$ cat config.mk
export PLATFORM = sky130hd
export DESIGN_NAME = pipo_decrypt_core
export DESIGN_NICKNAME = d
export VERILOG_FILES = /design/src/rtl/pipo_decrypt_core_pkg.sv /design/src/rtl/pipo_decrypt_core_inv_round.sv /design/src/rtl/pipo_decrypt_core.sv
export SDC_FILE = /design/constraint.sdc
export NUM_CORES = 1
export LEC_CHECK = 0
export BUFFER_PORTS_ARGS = -buffer_cell sky130_fd_sc_hd__buf_2
export CAP_MARGIN = 20
export CORE_UTILIZATION = 28
export CTS_CLUSTER_SIZE = 10
export DETAILED_ROUTE_END_ITERATION = 8
export HOLD_SLACK_MARGIN = 0.02
export MAX_ROUTING_LAYER = met4
export PLACE_DENSITY = 0.48
export SLEW_MARGIN = 0
export SYNTH_ARGS = -nofsm -noshare
export SYNTH_HDL_FRONTEND = slang
export SYNTH_SLANG_ARGS = --single-unit
$ cat constraint.sdc
create_clock -name clk -period 3.6 [get_ports clk]
set_input_delay 0.54 -clock clk [delete_from_list [all_inputs] [get_ports clk]]
set_output_delay 0.54 -clock clk [all_outputs]
set_load 0.005 [all_outputs]
$ cat src/rtl/pipo_decrypt_core_pkg.sv
// -----------------------------------------------------------------------------
// pipo_decrypt_core_pkg
// Shared types and helpers for the PIPO-64/128 decryption core.
//   state_t   : 64-bit cipher state. Byte j = bits [8j+7:8j] is bit-slice row j.
//   key_t     : 128-bit master key. K0 = key[63:0], K1 = key[127:64].
//   fsm_t     : control states of the core.
//   row_rot() : per-row left-rotation amount used by the forward R-layer.
//   rotr8()   : 8-bit rotate right.
//   rk()      : round key RK_i = K_(i mod 2) ^ {56'b0, i}.
// -----------------------------------------------------------------------------
package pipo_decrypt_core_pkg;

    localparam int NUM_ROUNDS = 13;

    typedef logic [63:0]  state_t;
    typedef logic [127:0] key_t;

    typedef enum logic [1:0] {
        ST_IDLE  = 2'd0,
        ST_ROUND = 2'd1,
        ST_DONE  = 2'd2
    } fsm_t;

    // Left-rotation amounts of the forward R-layer, one per byte row.
    // The inverse layer rotates right by the same amounts.
    function automatic logic [2:0] row_rot(input int row);
        logic [2:0] amt;
        case (row)
            1:       amt = 3'd7;
            2:       amt = 3'd4;
            3:       amt = 3'd3;
            4:       amt = 3'd6;
            5:       amt = 3'd5;
            6:       amt = 3'd1;
            7:       amt = 3'd2;
            default: amt = 3'd0;
        endcase
        return amt;
    endfunction

    function automatic logic [7:0] rotr8(input logic [7:0] b, input logic [2:0] n);
        logic [15:0] d;
        d = {b, b} >> n;
        return d[7:0];
    endfunction

    // Even rounds use the low key half, odd rounds the high half; the round
    // index is folded into the least significant byte.
    function automatic state_t rk(input key_t k, input logic [7:0] rnd);
        state_t base;
        base = rnd[0] ? k[127:64] : k[63:0];
        return base ^ {56'b0, rnd};
    endfunction

endpackage

$ cat src/rtl/pipo_decrypt_core_inv_round.sv
// -----------------------------------------------------------------------------
// pipo_inv_round
// One combinational PIPO inverse round: blk_out = Sinv(Rinv(blk_in)) ^ round_key.
//   blk_in    : 64-bit state entering the round
//   round_key : 64-bit round key applied after the inverse layers
//   blk_out   : 64-bit state leaving the round
// -----------------------------------------------------------------------------
module pipo_inv_round
    import pipo_decrypt_core_pkg::*;
(
    input  logic [63:0] blk_in,
    input  logic [63:0] round_key,
    output logic [63:0] blk_out
);

    function automatic state_t rinv_layer(input state_t x);
        state_t y;
        y = '0;
        for (int j = 0; j < 8; j++) begin
            y[8*j +: 8] = rotr8(x[8*j +: 8], row_rot(j));
        end
        return y;
    endfunction

    // Inverse of the bit-sliced 8-bit S-box: every byte row is one bit of the
    // S-box input across all eight columns. Forward steps are undone in reverse
    // order; the final output permutation of the forward layer is unwound first
    // by naming the rows it produced.
    function automatic state_t sinv_layer(input state_t y);
        logic [7:0] x0, x1, x2, x3, x4, x5, x6, x7;
        logic [7:0] a, b, c;
        logic [7:0] t0f, t1f, t2f, x5_0, x6_0, x6_1;

        // Rows that passed through S5_2 only as copied operands.
        a = y[7:0];      // x7 entering S5_2
        b = y[55:48];    // x3 entering S5_2
        c = y[47:40];    // x4 entering S5_2

        // Undo S5_2, recovering its x5/x6 inputs and the final temporaries.
        x5_0 = y[39:32] ^ (y[31:24] | c);
        x6_1 = y[31:24] ^ (c | b);
        t0f  = a ^ x6_1;
        t1f  = b ^ x5_0;
        t2f  = c ^ (t1f & t0f);
        x6_0 = x6_1 ^ (a & x5_0);

        // Undo the truncated XOR into the S3 rows.
        x0 = y[15:8]  ^ t1f;
        x2 = y[23:16] ^ t0f;
        x1 = y[63:56] ^ t2f;
        x5 = x5_0;
        x6 = x6_0;

        // Undo the extended XOR.
        x7 = a ^ x1;
        x3 = b ^ x2;
        x4 = c ^ x0;

        // Undo S3.
        x2 = ~x2;
        x1 = x1 ^ (x2 | x0);
        x0 = x0 ^ (x2 | x1);
        x2 = x2 ^ (x1 & x0);

        // Undo S5_1.
        x4 = x4 ^ (x5 & x6);
        x5 = x5 ^ x7;
        x3 = x3 ^ (x4 | x5);
        x6 = x6 ^ x3;
        x7 = x7 ^ x4;
        x4 = x4 ^ (x3 & x5);
        x5 = x5 ^ (x7 & x6);

        return {x7, x6, x5, x4, x3, x2, x1, x0};
    endfunction

    assign blk_out = sinv_layer(rinv_layer(blk_in)) ^ round_key;

endmodule

$ cat src/rtl/pipo_decrypt_core.sv
// -----------------------------------------------------------------------------
// pipo_decrypt_core
// Iterative PIPO-64/128 decryption, one inverse round per clock.
//   clk        : system clock
//   reset      : synchronous, active-high reset
//   in_valid   : ciphertext/key offered
//   in_ready   : core can accept a block (IDLE only)
//   ciphertext : 64-bit block to decrypt
//   key        : 128-bit master key
//   out_valid  : plaintext valid, held until out_ready
//   out_ready  : consumer accepts plaintext
//   plaintext  : decrypted block, 0 when out_valid is low
//   busy       : high while a block is in flight (ROUND or DONE)
//
//   state    | meaning
//   ---------+----------------------------------------------------------
//   ST_IDLE  | waiting for a block; in_ready high
//   ST_ROUND | applying inverse rounds, rnd counts NUM_ROUNDS down to 1
//   ST_DONE  | plaintext presented, waiting for out_ready
// -----------------------------------------------------------------------------
module pipo_decrypt_core #(
    parameter int NUM_ROUNDS = 13
) (
    input  logic         clk,
    input  logic         reset,
    input  logic         in_valid,
    output logic         in_ready,
    input  logic [63:0]  ciphertext,
    input  logic [127:0] key,
    output logic         out_valid,
    input  logic         out_ready,
    output logic [63:0]  plaintext,
    output logic         busy
);

    import pipo_decrypt_core_pkg::state_t;
    import pipo_decrypt_core_pkg::key_t;
    import pipo_decrypt_core_pkg::fsm_t;
    import pipo_decrypt_core_pkg::ST_IDLE;
    import pipo_decrypt_core_pkg::ST_ROUND;
    import pipo_decrypt_core_pkg::ST_DONE;
    import pipo_decrypt_core_pkg::rk;

    localparam int RND_W = $clog2(NUM_ROUNDS + 1);

    fsm_t             fsm_q, fsm_d;
    state_t           blk_q;
    key_t             key_q;
    logic [RND_W-1:0] rnd_q;
    logic [RND_W-1:0] rnd_m1;
    state_t           round_key;
    state_t           round_out;

    // Saturating so the key index never wraps; rnd is never 0 in ROUND anyway.
    assign rnd_m1    = (rnd_q == '0) ? '0 : rnd_q - 1'b1;
    assign round_key = rk(key_q, 8'(rnd_m1));

    pipo_inv_round u_inv_round (
        .blk_in    (blk_q),
        .round_key (round_key),
        .blk_out   (round_out)
    );

    always_ff @(posedge clk) begin
        if (reset) begin
            fsm_q <= ST_IDLE;
        end else begin
            fsm_q <= fsm_d;
        end
    end

    always_comb begin
        fsm_d = fsm_q;
        case (fsm_q)
            ST_IDLE:  if (in_valid)             fsm_d = ST_ROUND;
            ST_ROUND: if (rnd_q <= RND_W'(1))   fsm_d = ST_DONE;
            ST_DONE:  if (out_ready)            fsm_d = ST_IDLE;
            default:                            fsm_d = ST_IDLE;
        endcase
    end

    always_comb begin
        in_ready  = 1'b0;
        out_valid = 1'b0;
        busy      = 1'b0;
        plaintext = '0;
        case (fsm_q)
            ST_IDLE:  in_ready = 1'b1;
            ST_ROUND: busy     = 1'b1;
            ST_DONE: begin
                busy      = 1'b1;
                out_valid = 1'b1;
                plaintext = blk_q;
            end
            default: in_ready = 1'b0;
        endcase
    end

    // Key is captured at accept so the inputs are free to change during ROUND.
    always_ff @(posedge clk) begin
        if (reset) begin
            blk_q <= '0;
            key_q <= '0;
            rnd_q <= '0;
        end else begin
            case (fsm_q)
                ST_IDLE: begin
                    if (in_valid) begin
                        key_q <= key;
                        blk_q <= ciphertext ^ rk(key, 8'(NUM_ROUNDS));
                        rnd_q <= RND_W'(NUM_ROUNDS);
                    end
                end
                ST_ROUND: begin
                    blk_q <= round_out;
                    if (rnd_q != '0) begin
                        rnd_q <= rnd_q - 1'b1;
                    end
                end
                default: begin
                end
            endcase
        end
    end

endmodule

==> flow_metrics.tcl, run 1 <==
set metrics [dict create \
    critPathRequiredTime_ns 3.91 \
    period_share_pct 91.7 \
    hold_viol_final 0 \
    grt_pass1_vias 13900 \
    synth-seq-area-share_pct 26.5 \
    path_buf_inv 1 \
    hold_slack_ns 0.317 \
    fmax_ghz 0.303 \
    startpoint_type "flop" \
    core_area_um2 52800 \
    cts.path.max_buffers 2 \
    endpoint "blk_q[37]$_SDFFE_PP0P_" \
    rsz0062_at_grt "false" \
    worst-path-stages 8 \
    syn_area_um2 15000 \
    tns_ns 0 \
    slew_viol_final 0 \
    powerDensity_nw_per_um2 1290 \
    path_clk_slew_ns 0.08 \
    maxSlewHeadroom_pct 40.9 \
    critPathSlowestCell "dfxtp_1" \
    cp_data_arrival_time_ns 3.62 \
    fp.dieH_um 233 \
    vdd_drop_max_v 0.000534 \
    via_count 15000 \
    ys_ff_latch 198 \
    io_pins 263 \
    cts_sinks 198 \
    place.gp.congestion 0.960 \
    crit_family "simple AND/OR/NAND/NOR gates" \
    die_x_um 233 \
    synthCells 1999 \
    drcViolationCount 20 \
    cts-resized-gates 0 \
    routed_wl_mm 62.5 \
    crit_type "reg -> reg" \
    crit-reg2reg-launch "blk_q[54]$_SDFFE_PP0P_" \
    async_flop_share_pct 0 \
    grt_max_degree 134 \
    ctsHtreeMaxLevel 4 \
    max_cap_viol_count 0 \
    status "complete, but fails checks" \
    synth_warnings 0 \
    portBuffers 262 \
    via_per_inst 5.24 \
    ys_types 81 \
    routedWlPerCell_um 21.8 \
    fp.dieArea_um2 54400 \
    cts_setup_buffers 0 \
    rr_endpoint "blk_q[37]$_SDFFE_PP0P_" \
    rows 84 \
    hp-start "key[11]" \
    setup_viol 0 \
    worstSkewPairLatency_ns 0.46 \
    drtPass1Iterations 9 \
    start_util_pct 28.4 \
    area_growth_pct 16.8 \
    holdCritPathClass "in -> reg" \
    crit_start "blk_q[54]$_SDFFE_PP0P_" \
    ant_nets 0 \
    cts_root_buf "clkbuf_16" \
    tritoncts "yes" \
    synthFlopType "dfxtp_1" \
    grt_pass1_wl_mm 91.8 \
    synth_edf_count 0 \
    grt_overflow 0 \
    r2r_cells 8 \
    diodes 0 \
    drt_iter0_drc 1273 \
    drive_gt1_share_pct 19.4 \
    cp_cell_sequence "inv_1 > a2111oi_1 > nor4_1 > or2_2 > nor2_1 > xor2_1 > xnor2_1 > o221ai_1" \
    syn_area_per_cell_um2 7.49 \
    cts-buffers-inserted 17 \
    skew_ns 0.0103 \
    r2r_slack_ns 0.30 \
    ctsHoldBuffers 0 \
    post-dp-hpwl_mm 49.0 \
    syn-num-nets 2200 \
    leakagePower_nw 6.89 \
    antenna_found_initial 3 \
    grt_usage_pct 23.5 \
    nNetsFinal 2366 \
    crit_fanout 17 \
    fin_crit_ns 3.30 \
    worstSetupEndpointType "flop" \
    max_slew.worst_pin.slew_ns 0.886 \
    max_stage_delay_ns 0.83 \
    violations "design-rule violations" \
]
where the power goes:
| part | switching [mW] | leakage (nW) | internal (mW) |
|---|---|---|---|
| Sequential | 1.47 | 1.63 | 2.80 |
| Combinational | 9.28 | 4.97 | 6.97 |
| Clock | 1.01 | 0.293 | 0.990 |
worst register-to-register path, cell delays in order, from the launching register on:
cell       delay (ns)
dfxtp_1          0.83
inv_1            0.24
a2111oi_1        0.58
nor4_1           0.16
or2_2            0.34
nor2_1           0.49
xor2_1           0.23
xnor2_1          0.14
o221ai_1         0.14
through the flow:
stage / worst slack [ns] / instance area, µm² / util [%] / instances / power, mW
after global routing: 0.122 / 17500 / 33.2 / 2866 / 24.1
after CTS: 0.344 / 17500 / 33.2 / 2866 / 22.4
final: 0.299 / 17500 / 33.2 / 2866 / 22.5
after detailed placement: 0.362 / 16900 / 32.1 / 2834 / 20.3
after floorplan: 0.667 / 15000 / - / 1999 / 15.7
after global placement: 0.311 / 16900 / 32.1 / 2834 / 20.2
how the worst min path moves through the flow:
stage,end,slack [ns],depth (start not counted)
after floorplan,key_q[120]$_SDFFE_PP0P_,0.43,2
after global placement,key_q[125]$_SDFFE_PP0P_,0.44,2
after detailed placement,key_q[120]$_SDFFE_PP0P_,0.44,2
after CTS,key_q[6]$_SDFFE_PP0P_,0.29,3
after global routing,key_q[6]$_SDFFE_PP0P_,0.31,3
final,key_q[11]$_SDFFE_PP0P_,0.32,3
flip-flops by register name (all words and copies together), names as in the netlist:
register  cells
blk_q        64
key_q       128
rnd_q         4
fsm_q         2
layout by cell type (no fill, tap or decap), types with 12 or more instances in the layout:
master and n:
nor3_1 55, buf_2 261, a31oi_1 13, buf_4 48, nor2b_1 27, xnor2_1 172
a211oi_1 35, nand2b_1 54, o21a_1 13, o211ai_1 16, xor2_1 79, inv_1 32
nor2_1 165, nand2_1 327, a21oi_1 199, clkbuf_16 17, nand3_1 17, dfxtp_1 198
mux2i_1 72, o21ai_0 57, and2_1 49, o31ai_1 12, o221ai_1 15, mux2_2 24
cell families (layout without fill, tap and decap cells):
kind of cell | after synthesis | count (layout) | share of synthesized area, %
buffers and inverters | 203 | 382 | 5.90
flip-flops | 198 | 198 | 26.5
AND/OR/NAND/NOR | 765 | 765 | 23.7
multiplexers | 101 | 101 | 7.03
XOR/XNOR | 259 | 259 | 15.9
AO/OA/AOI/OAI | 468 | 468 | 20.6
adder cells (fa/ha/maj) | 5 | 5 | 0.418
Yosys cell counts (27+ instances only):
library cell / count / area (µm²)
o21ai_0: 57 / 285
xor2_1: 79 / 692
mux2i_1: 72 / 721
inv_1: 32 / 120
a211oi_1: 35 / 263
nand2_1: 328 / 1230
nor2_1: 166 / 623
xnor2_1: 172 / 1510
buf_2: 49 / 245
and2_1: 49 / 307
nor2b_1: 27 / 169
nor3_1: 55 / 275
nand2b_1: 54 / 338
a21oi_1: 199 / 996
dfxtp_1: 198 / 3960
clkbuf_1: 96 / 360
layout make-up:
type,instances,area (µm²)
multi-input cells,1598,10200
well taps,688,861
repair buffers,316,1800
fillers,5734,35300
clock buffers,17,425
clock inverters,15,165
inverters,34,128
flip-flops and latches,198,3960
layer usage:
layer | GRT usage (%) | routed length, µm
met5 | - | 0
met4 | 7.13 | 1740
met1 | 33.4 | 29400
met3 | 2.92 | 4170
met2 | 34.1 | 27300
(Power assumes the default switching activity.)
==> inputs of run 2 (changes only) <==
Settings changed: CORE_MARGIN set to 3.
==> run 2 against run 1 <==
  * The flow now finishes without violations
  * Global-route usage fell by 1.2 points
  * Non-clock buffer count fell by 4
  * Sequential share of layout area rose by 0.078 points
  * Sequential power rose by 1%
  * Clock-buffer cell count rose by 3
  * Power fell by 0.39%
  * Register-to-register slack improved by 0.03 ns
  * Flip-flop and latch count did not move
  * First-iteration DRC count rose by 4.0%
==> flow_metrics.tcl, run 2 (same netlist as run 1, synthesis figures left out) <==
set metrics [dict create \
    max_stage_delay_ns 0.76 \
    worstSkewPairLatency_ns 0.48 \
    fp.dieArea_um2 56300 \
    portBuffers 262 \
    via_per_inst 5.22 \
    grt_usage_pct 22.3 \
    fp.dieH_um 237 \
    rsz0062_at_grt "false" \
    drt_iter0_drc 1324 \
    fillerInstances 5763 \
    vdd_drop_max_v 0.000560 \
    crit_fanout 17 \
    ctsHtreeMaxLevel 4 \
    via_count 15000 \
    slew_viol_final 0 \
    drive_gt1_share_pct 19.2 \
    setup_viol 0 \
    path_clk_slew_ns 0.09 \
    tritoncts "yes" \
    nNetsFinal 2362 \
    worst_path_most_repeated_cell "nor2_1" \
    leakagePower_nw 6.85 \
    holdCritPathClass "in -> reg" \
    antenna_found_initial 1 \
    layout_commonest_cell "nand2_1" \
    die_x_um 237 \
    worstSetupEndpointType "flop" \
    rr_endpoint "blk_q[52]$_SDFFE_PP0P_" \
    cts-buffers-inserted 17 \
    cts_sinks 198 \
    startpoint_type "flop" \
    post-place-ws_ns 0.326 \
    cts_root_buf "clkbuf_16" \
    crit_type "reg -> reg" \
    largest_reg_flops 128 \
    drtPass1Iterations 6 \
    io_pins 263 \
    routed_wl_mm 62.8 \
    period_share_pct 90.8 \
    regMostFlops "key_q" \
    critPathSlowestCell "a2111oi_1" \
    place.gp.congestion 0.925 \
    skew_ns 0.0225 \
    rows 84 \
    hp-start "key[67]" \
    fmax_ghz 0.306 \
    register_area_um2 3960 \
    cp_cell_sequence "nor2_1 > o311ai_0 > mux2_2 > a211oi_1 > nor2_1 > xnor2_1 > a2111oi_1" \
    worst_slack_ns 0.333 \
    fin_crit_ns 3.27 \
    max_cap_viol_count 0 \
    endpoint "blk_q[52]$_SDFFE_PP0P_" \
    cts_setup_buffers 0 \
    routedWlPerCell_um 22.0 \
    tns_ns 0 \
    ant_nets 0 \
    crit_start "blk_q[34]$_SDFFE_PP0P_" \
    cts.path.max_buffers 2 \
    layout_common_cells "327 x nand2_1, 261 x buf_2, 198 x a21oi_1, 198 x dfxtp_1, 172 x xnor2_1" \
    grt_pass1_vias 14100 \
    critPathRequiredTime_ns 3.88 \
    grt_overflow 0 \
    cp_data_arrival_time_ns 3.55 \
    largest_registers "key_q x128, blk_q x64, rnd_q x4" \
    drcViolationCount 0 \
    powerDensity_nw_per_um2 1290 \
    multiInputGateArea_um2 10200 \
    crit-reg2reg-launch "blk_q[34]$_SDFFE_PP0P_" \
    r2r_slack_ns 0.33 \
    status "finished, final reports clean" \
    core_area_um2 52800 \
    hold_viol_final 0 \
    r2r_cells 7 \
    start_util_pct 28.4 \
    maxSlewHeadroom_pct 41.3 \
    area_growth_pct 16.4 \
    grt_pass1_wl_mm 91.8 \
    grt_max_degree 134 \
    post-dp-hpwl_mm 49.1 \
    max_slew.worst_pin.slew_ns 0.875 \
]
[run 2: cell types whose count changed in the layout (fill, tap and decap cells not counted), sizes merged]
cell,change
buf,-4
clkbuf,+3
inv,-3
clkinv,-1
clkinvlp,+1
diode,+1
[run 2: worst min-delay path by stage]
stage                                   end  slack [ns]  depth (start not counted)
floorplan           key_q[120]$_SDFFE_PP0P_        0.43                          2
global placement     key_q[96]$_SDFFE_PP0P_        0.44                          2
detailed placement  key_q[120]$_SDFFE_PP0P_        0.45                          2
CTS                  key_q[53]$_SDFFE_PP0P_        0.29                          3
global route         key_q[27]$_SDFFE_PP0P_        0.31                          3
finish               key_q[67]$_SDFFE_PP0P_        0.32                          3
[run 2: cell type report]
| class | instances | area share, % |
|---|---|---|
| Timing Repair Buffer | 312 | 10.1 |
| Tap cell | 688 | 4.94 |
| Inverter | 34 | 0.732 |
| Clock buffer | 20 | 2.56 |
| Multi-Input combinational cell | 1598 | 58.3 |
| Sequential cell | 198 | 22.7 |
| Antenna cell | 1 | 0.0143 |
| Clock inverter | 12 | 0.681 |
[run 2: metrics by stage]
stage / std cells / util [%] / instance area, µm² / hold slack (ns) / total power, mW
2_1_floorplan: 1999 / - / 15000 / 0.433 / 15.7
3_3_place_gp: 2830 / 32.0 / 16900 / 0.442 / 20.3
3_5_place_dp: 2830 / 32.0 / 16900 / 0.445 / 20.3
4_1_cts: 2862 / 33.1 / 17400 / 0.289 / 22.4
5_1_grt: 2863 / 33.1 / 17400 / 0.311 / 24.0
6_report: 2863 / 33.1 / 17400 / 0.315 / 22.4
[run 2: critical path: cells and delay by family (launching register included)]
family / cells / cell delay, ns
XOR/XNOR: 1 / 0.17
flip-flops: 1 / 0.73
multiplexers: 1 / 0.40
AND/OR/NAND/NOR: 2 / 0.27
AO/OA/AOI/OAI: 3 / 1.50
[run 2: metal layers]
| metal | GRT usage [%] | wire length (µm) |
|---|---|---|
| met5 | - | 0 |
| met4 | 7.78 | 2250 |
| met3 | 4.01 | 3980 |
| met2 | 33.0 | 27100 |
| met1 | 30.5 | 29500 |
[run 2: where the power goes]
group	leakage [nW]	internal (mW)	switching [mW]
clock network	0.279	0.988	0.961
registers	1.63	2.80	1.52
logic	4.94	6.95	9.21
[run 2: what timing repair did]
action / CTS / global route
endpoints found under the setup margin: 0 / 1
gates resized for setup: 0 / 1
hold buffers: 0 / 0
